<file path="config.mk">
export PLATFORM = sky130hd
export DESIGN_NAME = instruction_fetch
export DESIGN_NICKNAME = d
export VERILOG_FILES = /design/src/rtl/instruction_fetch_pkg.sv /design/src/rtl/fetch_fifo.sv /design/src/rtl/instruction_fetch.sv
export SDC_FILE = /design/constraint.sdc
export NUM_CORES = 1
export LEC_CHECK = 0
export BUFFER_PORTS_ARGS = -buffer_cell sky130_fd_sc_hd__buf_2
export CAP_MARGIN = 20
export CORE_ASPECT_RATIO = 0.5
export CORE_MARGIN = 4
export CORE_UTILIZATION = 53
export DETAILED_ROUTE_END_ITERATION = 10
export PLACE_DENSITY = 0.79
export SYNTH_ARGS = -nofsm -noshare
export SYNTH_HDL_FRONTEND = slang
export SYNTH_SLANG_ARGS = --single-unit
</file>
<file path="constraint.sdc">
create_clock -name clk -period 4.47 [get_ports clk]
set_input_delay 0 -clock clk [delete_from_list [all_inputs] [get_ports clk]]
set_output_delay 0 -clock clk [all_outputs]
set_load 0.01 [all_outputs]
</file>
<file path="src/rtl/instruction_fetch_pkg.sv">
// rtl/instruction_fetch_pkg.sv - shared constants and output-stage state encoding for the fetch unit
package instruction_fetch_pkg;

  // Prefetch buffer depth; fixed at two entries in this release.
  localparam int FETCH_FIFO_DEPTH = 2;

  // Byte distance between consecutive instruction words.
  localparam logic [31:0] PC_INCR = 32'd4;

  // Output stage: VALID presents a word, RELEASE waits for the acknowledge to drop.
  typedef enum logic [1:0] {
    OUT_IDLE    = 2'd0,
    OUT_VALID   = 2'd1,
    OUT_RELEASE = 2'd2
  } out_state_e;

endpackage

</file>
<file path="src/rtl/fetch_fifo.sv">
// rtl/fetch_fifo.sv - small prefetch buffer with flush, holding fetched instruction words
module fetch_fifo
  import instruction_fetch_pkg::*;
#(
  parameter int DEPTH = FETCH_FIFO_DEPTH,
  parameter int WIDTH = 32,
  localparam int CW   = $clog2(DEPTH + 1),
  localparam int PW   = (DEPTH > 1) ? $clog2(DEPTH) : 1
) (
  input  logic             clk,
  input  logic             reset,
  input  logic             push,
  input  logic [WIDTH-1:0] push_data,
  input  logic             pop,
  input  logic             flush,
  output logic             full,
  output logic             empty,
  output logic [CW-1:0]    count,
  output logic [WIDTH-1:0] head
);

  logic [WIDTH-1:0] mem_q [DEPTH];
  logic [PW-1:0]    rd_ptr_q;
  logic [PW-1:0]    wr_ptr_q;
  logic [CW-1:0]    count_q;
  logic             push_ok;
  logic             pop_ok;

  assign full    = (count_q == CW'(DEPTH));
  assign empty   = (count_q == '0);
  assign count   = count_q;
  assign head    = mem_q[rd_ptr_q];
  assign push_ok = push && !full;
  assign pop_ok  = pop && !empty;

  function automatic logic [PW-1:0] ptr_inc(input logic [PW-1:0] p);
    return (p == PW'(DEPTH - 1)) ? '0 : p + 1'b1;
  endfunction

  // Storage is not reset; only pointers and occupancy define what is valid.
  always_ff @(posedge clk) begin
    if (push_ok && !reset && !flush) begin
      mem_q[wr_ptr_q] <= push_data;
    end
  end

  // Pointer and occupancy update; flush empties the buffer like reset does.
  always_ff @(posedge clk) begin
    if (reset || flush) begin
      rd_ptr_q <= '0;
      wr_ptr_q <= '0;
      count_q  <= '0;
    end else begin
      if (push_ok) wr_ptr_q <= ptr_inc(wr_ptr_q);
      if (pop_ok)  rd_ptr_q <= ptr_inc(rd_ptr_q);
      case ({push_ok, pop_ok})
        2'b10:   count_q <= count_q + 1'b1;
        2'b01:   count_q <= count_q - 1'b1;
        default: count_q <= count_q;
      endcase
    end
  end

endmodule

</file>
<file path="src/rtl/instruction_fetch.sv">
// rtl/instruction_fetch.sv - prefetching instruction fetch unit with four-phase decoder handshake
module instruction_fetch
  import instruction_fetch_pkg::*;
#(
  parameter logic [31:0] RESET_PC   = 32'h0000_0000,
  parameter int          FIFO_DEPTH = FETCH_FIFO_DEPTH
) (
  input  logic        clk,
  input  logic        reset,
  output logic        mem_rd,
  output logic [31:0] mem_addr,
  input  logic [31:0] mem_data,
  input  logic        redirect,
  input  logic [31:0] redirect_target,
  input  logic        halt,
  output logic        DOR,
  input  logic        ack_from_next,
  output logic [31:0] data_out
);

  localparam int            CW        = $clog2(FIFO_DEPTH + 1);
  localparam logic [CW:0]   OCC_LIMIT = (CW + 1)'(FIFO_DEPTH);

  logic [31:0] pc_q, pc_d;
  logic        inflight_q, inflight_d;
  out_state_e  state_q, state_d;
  logic        dor_q, dor_d;
  logic [31:0] data_out_q, data_out_d;

  logic          fifo_push;
  logic          fifo_pop;
  logic          fifo_full;
  logic          fifo_empty;
  logic [CW-1:0] fifo_count;
  logic [31:0]   fifo_head;
  logic [CW:0]   occupancy;

  // Words buffered plus the one possibly on its way back from memory.
  assign occupancy = {1'b0, fifo_count} + {{CW{1'b0}}, inflight_q};

  // A read is only issued when its response is certain to find a free slot.
  assign mem_rd   = !reset && !halt && !redirect && !fifo_full && (occupancy < OCC_LIMIT);
  assign mem_addr = pc_q;

  // A response landing in a redirect cycle belongs to the old stream and is dropped.
  assign fifo_push = inflight_q && !redirect;
  // Stale buffered words must not reach the output while the buffer is being flushed.
  assign fifo_pop  = (state_q == OUT_IDLE) && !fifo_empty && !redirect;

  fetch_fifo #(
    .DEPTH (FIFO_DEPTH),
    .WIDTH (32)
  ) u_fifo (
    .clk       (clk),
    .reset     (reset),
    .push      (fifo_push),
    .push_data (mem_data),
    .pop       (fifo_pop),
    .flush     (redirect),
    .full      (fifo_full),
    .empty     (fifo_empty),
    .count     (fifo_count),
    .head      (fifo_head)
  );

  // Next fetch address and in-flight flag; redirect wins over sequential advance.
  always_comb begin
    pc_d       = pc_q;
    inflight_d = mem_rd;
    if (redirect) begin
      pc_d = redirect_target;
    end else if (mem_rd) begin
      pc_d = pc_q + PC_INCR;
    end
  end

  // Fetch-side state register.
  always_ff @(posedge clk) begin
    if (reset) begin
      pc_q       <= RESET_PC;
      inflight_q <= 1'b0;
    end else begin
      pc_q       <= pc_d;
      inflight_q <= inflight_d;
    end
  end

  // Output handshake: present a word, wait for ack, then wait for ack to drop.
  always_comb begin
    state_d    = state_q;
    data_out_d = data_out_q;
    case (state_q)
      OUT_IDLE: begin
        if (fifo_pop) begin
          state_d    = OUT_VALID;
          data_out_d = fifo_head;
        end
      end
      OUT_VALID: begin
        if (ack_from_next) state_d = OUT_RELEASE;
      end
      OUT_RELEASE: begin
        if (!ack_from_next) state_d = OUT_IDLE;
      end
      default: state_d = OUT_IDLE;
    endcase
    dor_d = (state_d == OUT_VALID);
  end

  // Output-stage registers.
  always_ff @(posedge clk) begin
    if (reset) begin
      state_q    <= OUT_IDLE;
      dor_q      <= 1'b0;
      data_out_q <= 32'h0;
    end else begin
      state_q    <= state_d;
      dor_q      <= dor_d;
      data_out_q <= data_out_d;
    end
  end

  assign DOR      = dor_q;
  assign data_out = data_out_q;

endmodule

</file>
==> summary.md, run 1 <==
| Metric | Value |
|---|---|
| Die ar. | 12100 µm² |
| Initial Util | 56.0% |
| Reg clk slew, reported paths | 0.06 ns |
| Total GRT Usage | 22.4% |
| Row count | 25 |
| Die Y-Extent | 79.7 µm |
| Synth top cells by count | 72 x dfxtp_1, 64 x edfxtp_1, 54 x nor2_1 |
| Fin Clk Skew | 0.0123 ns |
| Final WL | 12800 µm |
| Critical Path Max Stage Delay | 0.73 ns |
| Core area | 9730 µm² |
| Min Tclk post-route | 2.51 ns |
| Number of global-route vias before repair | 4431 |
| Outcome | finished clean |
| Async SR Flop Fraction | 0% |
| Area of the mapped netlist | 5450 µm² |
| Clk sinks | 136 |
| Simple-gate share of the synthesized area | 12.8% |
| Reg area | 3360 µm² |
| Via density | 5.37 |
| DRC | 0 |
| Period utilization | 56.1% |
| Fmax achieved | 399 MHz |
| Slowest cell on crit path | nor4_2 |
| RSZ-0062 raised after global routing | false |
| Worst-Skew Late Latency | 0.42 ns |
| Library cells used by synthesis | 44 |
| Clock buffer depth | 2 |
| TNS Setup | 0 ns |
| Synthesized area per cell | 11.5 µm² |
| Yosys reg bits | 136 |
| IO Pins | 135 |
| CP Launch Type | register |
| Final core utilization | 76.5% |
| Postcts setup bufs | 0 |
| 1st-pass router iterations | 5 |
| Crit Path Max Fanout | 8 |
| Largest family of logic cells by synthesized area | simple AND/OR/NAND/NOR gates |
| Vias | 4380 |
| CP arrival | 2.81 ns |
| Initial DRC count | 235 |
| Grt ovf | 0 |
| Die width | 151 µm |
| Avg WL per Cell | 15.7 µm |
| Buf/Inv on CP | 0 |
| Final ANT Viol Nets | 0 |
| Max_cap viols | 0 |
| Primary FF master, synth | dfxtp_1 |
| Top-count cell post-synth | dfxtp_1 |
| Register area share after synthesis | 61.7% |
| Crit path cell chain | ha_1, nand3_1, nor4_2, nand3_1, mux2_2, a221o_1 |
| Mux share of post-synthesis cell area | 7.25% |
| Final slew viol count | 0 |
| CTS tree | done |
| Mapped Nets | 546 |
| Xor/xnor share of the synthesized area | 2.25% |
| Synth Area in Adders | 0.459% |
| EDFF count, synth | 64 |
| Place WS | 2.02 ns |
| First-pass GRT wire length | 21100 µm |
| Antenna violations before repair | 0 |
| Root Buffer | clkbuf_16 |
| Area of the multi-input gates | 1950 µm² |
| H-Tree Depth | 4 |
| Worst hold path class | primary input to register |
| Pwr dens | 386 nW/µm² |
| Fillers | 644 |
| P&R area growth vs syn | 36.5% |
| Largest net degree at the start of global routing | 68 |
| Synth top area share | 35.3% |
| Hold Violations, Final | 0 |
| Input/output buffers | 134 |
| Detailed-placement wirelength estimate | 7480 µm |
| Worst setup path class | register to register |
| Setup WS post-layout | 1.96 ns |
| Max VDD drop | 0.352 mV |
| Top cells by area in the synthesized netlist | edfxtp_1 35%, dfxtp_1 26%, mux2i_1 6.4% |
| Pleak | 2.81 nW |
| Synth warn | 0 |
| Actual slew at the worst max-slew pin | 1.13 ns |
| Worst Path Required | 4.77 ns |
| Worst rel slew slack | 24.3% |
| Top delay family on crit path | simple AND/OR/NAND/NOR gates |
| Largest area contributor in the netlist | edfxtp_1 |
| CP Capture Type | register |
| N_diodes | 0 |
| Layout cells sized above 1 | 26.8% |
| Compound-gate portion of the synthesized area | 12.7% |
| Final net count | 738 |
| CP most frequent cell | nand3_1 |
| Inserted Clock Buffers | 17 |
| Cells after Synth | 475 |
| Routability congestion estimate | 0.812 |
| Setup-failing EPs final | 0 |
## registers in the layout, indices dropped and copies added (netlist names)
register and flops:
DOR 1, data_out 32, inflight_q 1, mem_addr 32, state_q 2, u_fifo.count 2, u_fifo.mem_q 64, u_fifo.rd_ptr_q 1
u_fifo.wr_ptr_q 1
## per-stage QoR
step	instance area [µm²]	hold slack (ns)	total power, mW	instances
6_report	7440	0.209	2.87	815
4_1_cts	7440	0.209	2.89	815
3_3_place_gp	6230	0.188	1.53	718
2_1_floorplan	5450	0.0989	1.46	475
5_1_grt	7440	0.275	2.98	815
3_5_place_dp	6230	0.191	1.54	718
## routing by layer
metal  part of all wire, %  up-vias  global-route usage, %
met5                     0        -                      0
met4                   1.3        0                   7.96
met3                   6.7       16                   5.28
met2                    50      162                   40.7
met1                    42     2040                   25.9
li1                      -     2162                      -
## cells by family (layout without fill, tap and decap cells)
family,after synthesis,after routing
DFF,136,136
muxes,39,39
adders and majority gates,2,2
AOI/OAI and AO/OA,101,101
xor gates and xnor gates,14,14
and+or+nand+nor,143,143
buffers and inverters,40,245
## layout by cell type (no fill, tap or decap), drive strengths merged, types with 3 or more instances in the layout
master and count:
dfxtp 72, edfxtp 64, nand4 10, a31oi 4
clkinv 8, or4 4, a32oi 3, nand2b 3
mux2i 35, a211oi 34, nand2 18, dlygate4sd3 65
buf 139, or3 4, xnor2 4, inv 11
mux2 4, nor4 4, o22ai 10, nor3 9
clkbuf 19, a21oi 15, xor2 10, o21ai 11
nand3 17, a22oi 12, nor2b 13, nor2 54
## final cells by class
class / count / area share (%)
Inverter: 9 / 0.454
Clock buffer: 19 / 5.82
Clock inverter: 13 / 1.68
Timing Repair Buffer: 204 / 18.3
Tap cell: 135 / 2.27
Multi-Input combinational cell: 299 / 26.3
Sequential cell: 136 / 45.2
## tightest hold or removal path, stage by stage
cell and delay, ns:
buf_2 0.09, buf_4 0.31, nor2_1 0.17
## power breakdown
group / switching (mW) / leakage (nW) / total [mW] / internal [mW]
logic: 0.0932 / 1.38 / 0.202 / 0.108
clock network: 0.540 / 0.268 / 1.31 / 0.770
registers: 0.0290 / 1.16 / 1.36 / 1.33
total: 0.662 / 2.81 / 2.87 / 2.21
## worst paths after layout
kind,startpoint,endpoint,slack [ns],cells past startpoint
worst min register to register,data_out[22],data_out[22],0.49,2
worst max register to register,mem_addr[2],mem_addr[22],1.96,6
worst max-delay path,mem_addr[2],mem_addr[22],1.96,6
worst min-delay path,reset,mem_addr[2],0.21,3
## repair_timing
| action | 4_1_cts | 5_1_grt |
|---|---|---|
| hold buffers | 65 | 0 |
| hold endpoints to repair | 99 | 0 |
| resized for setup | 0 | 0 |
Note: power is estimated with default switching activity, not from simulation.
==> inputs of run 2 (changes only) <==
==> constraint.sdc (replaced) <==
create_clock -name clk -period 2.5 [get_ports clk]
set_input_delay 0 -clock clk [delete_from_list [all_inputs] [get_ports clk]]
set_output_delay 0 -clock clk [all_outputs]
set_load 0.01 [all_outputs]
==> summary.md, run 2 (synthesized netlist as in run 1, its figures left out) <==
| Metric | Value |
|---|---|
| Clk sinks | 136 (unchanged) |
| Core area | 9730 µm² (unchanged) |
| RSZ-0062 raised after global routing | false |
| Fillers | 645 (+0.16%) |
| Biggest register | u_fifo.mem_q |
| Period utilization | 90.9% (+35 points) |
| Detailed-placement wirelength estimate | 7580 µm (+1.4%) |
| Layout cells sized above 1 | 27.4% (+0.60 points) |
| IO Pins | 135 (unchanged) |
| Crit Path Max Fanout | 6 (-2) |
| Critical Path Max Stage Delay | 0.47 ns (-0.26 ns) |
| Setup WS post-layout | 0.226 ns (-1.74 ns) |
| N_diodes | 0 (unchanged) |
| CP most frequent cell | nand3_1 |
| Row count | 25 (unchanged) |
| 1st-pass router iterations | 5 (unchanged) |
| Crit path cell chain | ha_1, nand3_1, nor4_4, nand3_1, mux2_2, a221o_1 |
| Setup crit start | mem_addr[2] |
| CTS tree | done |
| CP arrival | 2.56 ns (-0.25 ns) |
| Final slew viol count | 0 (unchanged) |
| Post-placement cell area | 6290 µm² (+1.0%) |
| Postcts setup bufs | 0 (unchanged) |
| Final net count | 745 (+0.95%) |
| Most frequent cells in the layout | 134 x buf_2, 71 x dfxtp_1, 65 x dlygate4sd3_1, 64 x edfxtp_1, 54 x nor2_1 |
| Hold Violations, Final | 0 (unchanged) |
| TNS Setup | 0 ns (unchanged) |
| Reg area | 3360 µm² (unchanged) |
| Die ar. | 12100 µm² (unchanged) |
| Final WL | 13000 µm (+1.5%) |
| Clock power share | 47.5% (+1.9 points) |
| Reg2reg start | mem_addr[2] |
| Slowest cell on crit path | nor4_4 |
| Worst setup path class | register to register |
| Psw | 1.17 mW (+77%) |
| Total GRT Usage | 22.4% (+0.046 points) |
| Worst Path Required | 2.78 ns (-1.99 ns) |
| Place WS | 0.183 ns (-1.83 ns) |
| Worst hold path class | primary input to register |
| Initial Util | 56.0% (unchanged) |
| Die width | 151 µm (unchanged) |
| Max FFs per register | 64 (unchanged) |
| Via density | 5.44 (+1.2%) |
| Post-route cell area | 7560 µm² (+1.6%) |
| Max_cap viols | 0 (unchanged) |
| Int Pwr | 4.16 mW (+88%) |
| Final ANT Viol Nets | 0 (unchanged) |
| Most common cell after layout, fill and taps aside | buf_2 |
| Routability congestion estimate | 0.842 (+3.7%) |
| Outcome | finished clean |
| Area of the multi-input gates | 1960 µm² (+0.45%) |
| Antenna violations before repair | 0 (unchanged) |
| Largest net degree at the start of global routing | 66 (-2.9%) |
| Initial DRC count | 265 (+13%) |
| Hold path startpoint | redirect_target[29] |
| Sw frac | 22.0% (-1.1 points) |
| Comb pwr share | 6.9% (about the same) |
| Die Y-Extent | 79.7 µm (unchanged) |
| Root Buffer | clkbuf_16 |
| Clock buffer depth | 2 (unchanged) |
| First-pass GRT wire length | 21400 µm (+1.4%) |
| Input/output buffers | 134 (unchanged) |
| CP Launch Type | register |
| Max VDD drop | 0.634 mV (+80%) |
| Grt ovf | 0 (unchanged) |
| Pleak | 2.88 nW (+2.5%) |
| Final core utilization | 77.7% (+1.2 points) |
| DRC | 0 (unchanged) |
| Hold slack | 0.0160 ns (-0.192 ns) |
| P&R area growth vs syn | 38.7% |
| Number of global-route vias before repair | 4417 (-0.32%) |
| Worst-Skew Late Latency | 0.41 ns (about the same) |
| Worst rel slew slack | 51.1% (+27 points) |
| Vias | 4469 (+2.0%) |
| Sequential share of power | 45.6% (-1.7 points) |
| Pwr dens | 705 nW/µm² (+83%) |
| Inserted Clock Buffers | 17 (unchanged) |
| Reg clk slew, reported paths | 0.06 ns (about the same) |
| Fin Clk Skew | 0.00959 ns (-0.00269 ns) |
| Actual slew at the worst max-slew pin | 0.733 ns (-0.393 ns) |
| CP Capture Type | register |
| H-Tree Depth | 4 (unchanged) |
| Avg WL per Cell | 15.8 µm (+0.65%) |
| Min Tclk post-route | 2.27 ns (-0.234 ns) |
| Fmax achieved | 440 MHz (+10%) |
| Setup-failing EPs final | 0 (unchanged) |
run 2: through the flow:
step                      power, mW  instances
final                          5.33        822
after global routing           5.52        822
after global placement         2.75        725
after detailed placement       2.75        725
after floorplan                2.62        475
after CTS                      5.35        822
run 2: per-layer routing:
metal / global-route usage, % / up-vias / wire (µm)
li1: - / 2182 / -
met1: 27.1 / 2113 / 5420
met2: 40.5 / 158 / 6550
met3: 4.99 / 16 / 819
met4: 6.33 / 0 / 174
met5: 0 / - / 0
run 2: repair_timing:
item,CTS,global route
hold endpoints to repair,100,0
gates resized for setup,0,1
setup endpoints to repair,0,1
hold buffers,65,0
run 2: area by class of cell:
cell class                 count  share of cell area [%]
clock buffer                  19                    5.73
inverter                       9                   0.447
multi-input combinational    299                    26.0
timing repair buffer         211                    18.8
sequential                   136                    44.5
clock inverter                13                    2.25
tap                          135                    2.24
run 2: power groups by stage:
stage	combinational [mW]	clock [mW]	sequential [mW]
2_1_floorplan	0.133	0	2.48
3_3_place_gp	0.275	0	2.47
3_5_place_dp	0.281	0	2.47
4_1_cts	0.361	2.56	2.43
5_1_grt	0.403	2.68	2.43
6_report	0.366	2.53	2.43
run 2: path summary, 6_finish.rpt:
path	endpoint	slack, ns	cells past startpoint
setup / recovery	mem_addr[22]	0.23	6
hold reg to reg	data_out[22]	0.49	2
setup reg to reg	mem_addr[22]	0.23	6
hold / removal	mem_addr[29]	0.02	4
run 2: critical path, delay by kind of cell (launching register included):
family                   cells  cell delay (ns)
AO/OA/AOI/OAI                1             0.31
AND/OR/NAND/NOR              3             0.83
flip-flops                   1             0.44
adder cells (fa/ha/maj)      1             0.25
multiplexers                 1             0.31
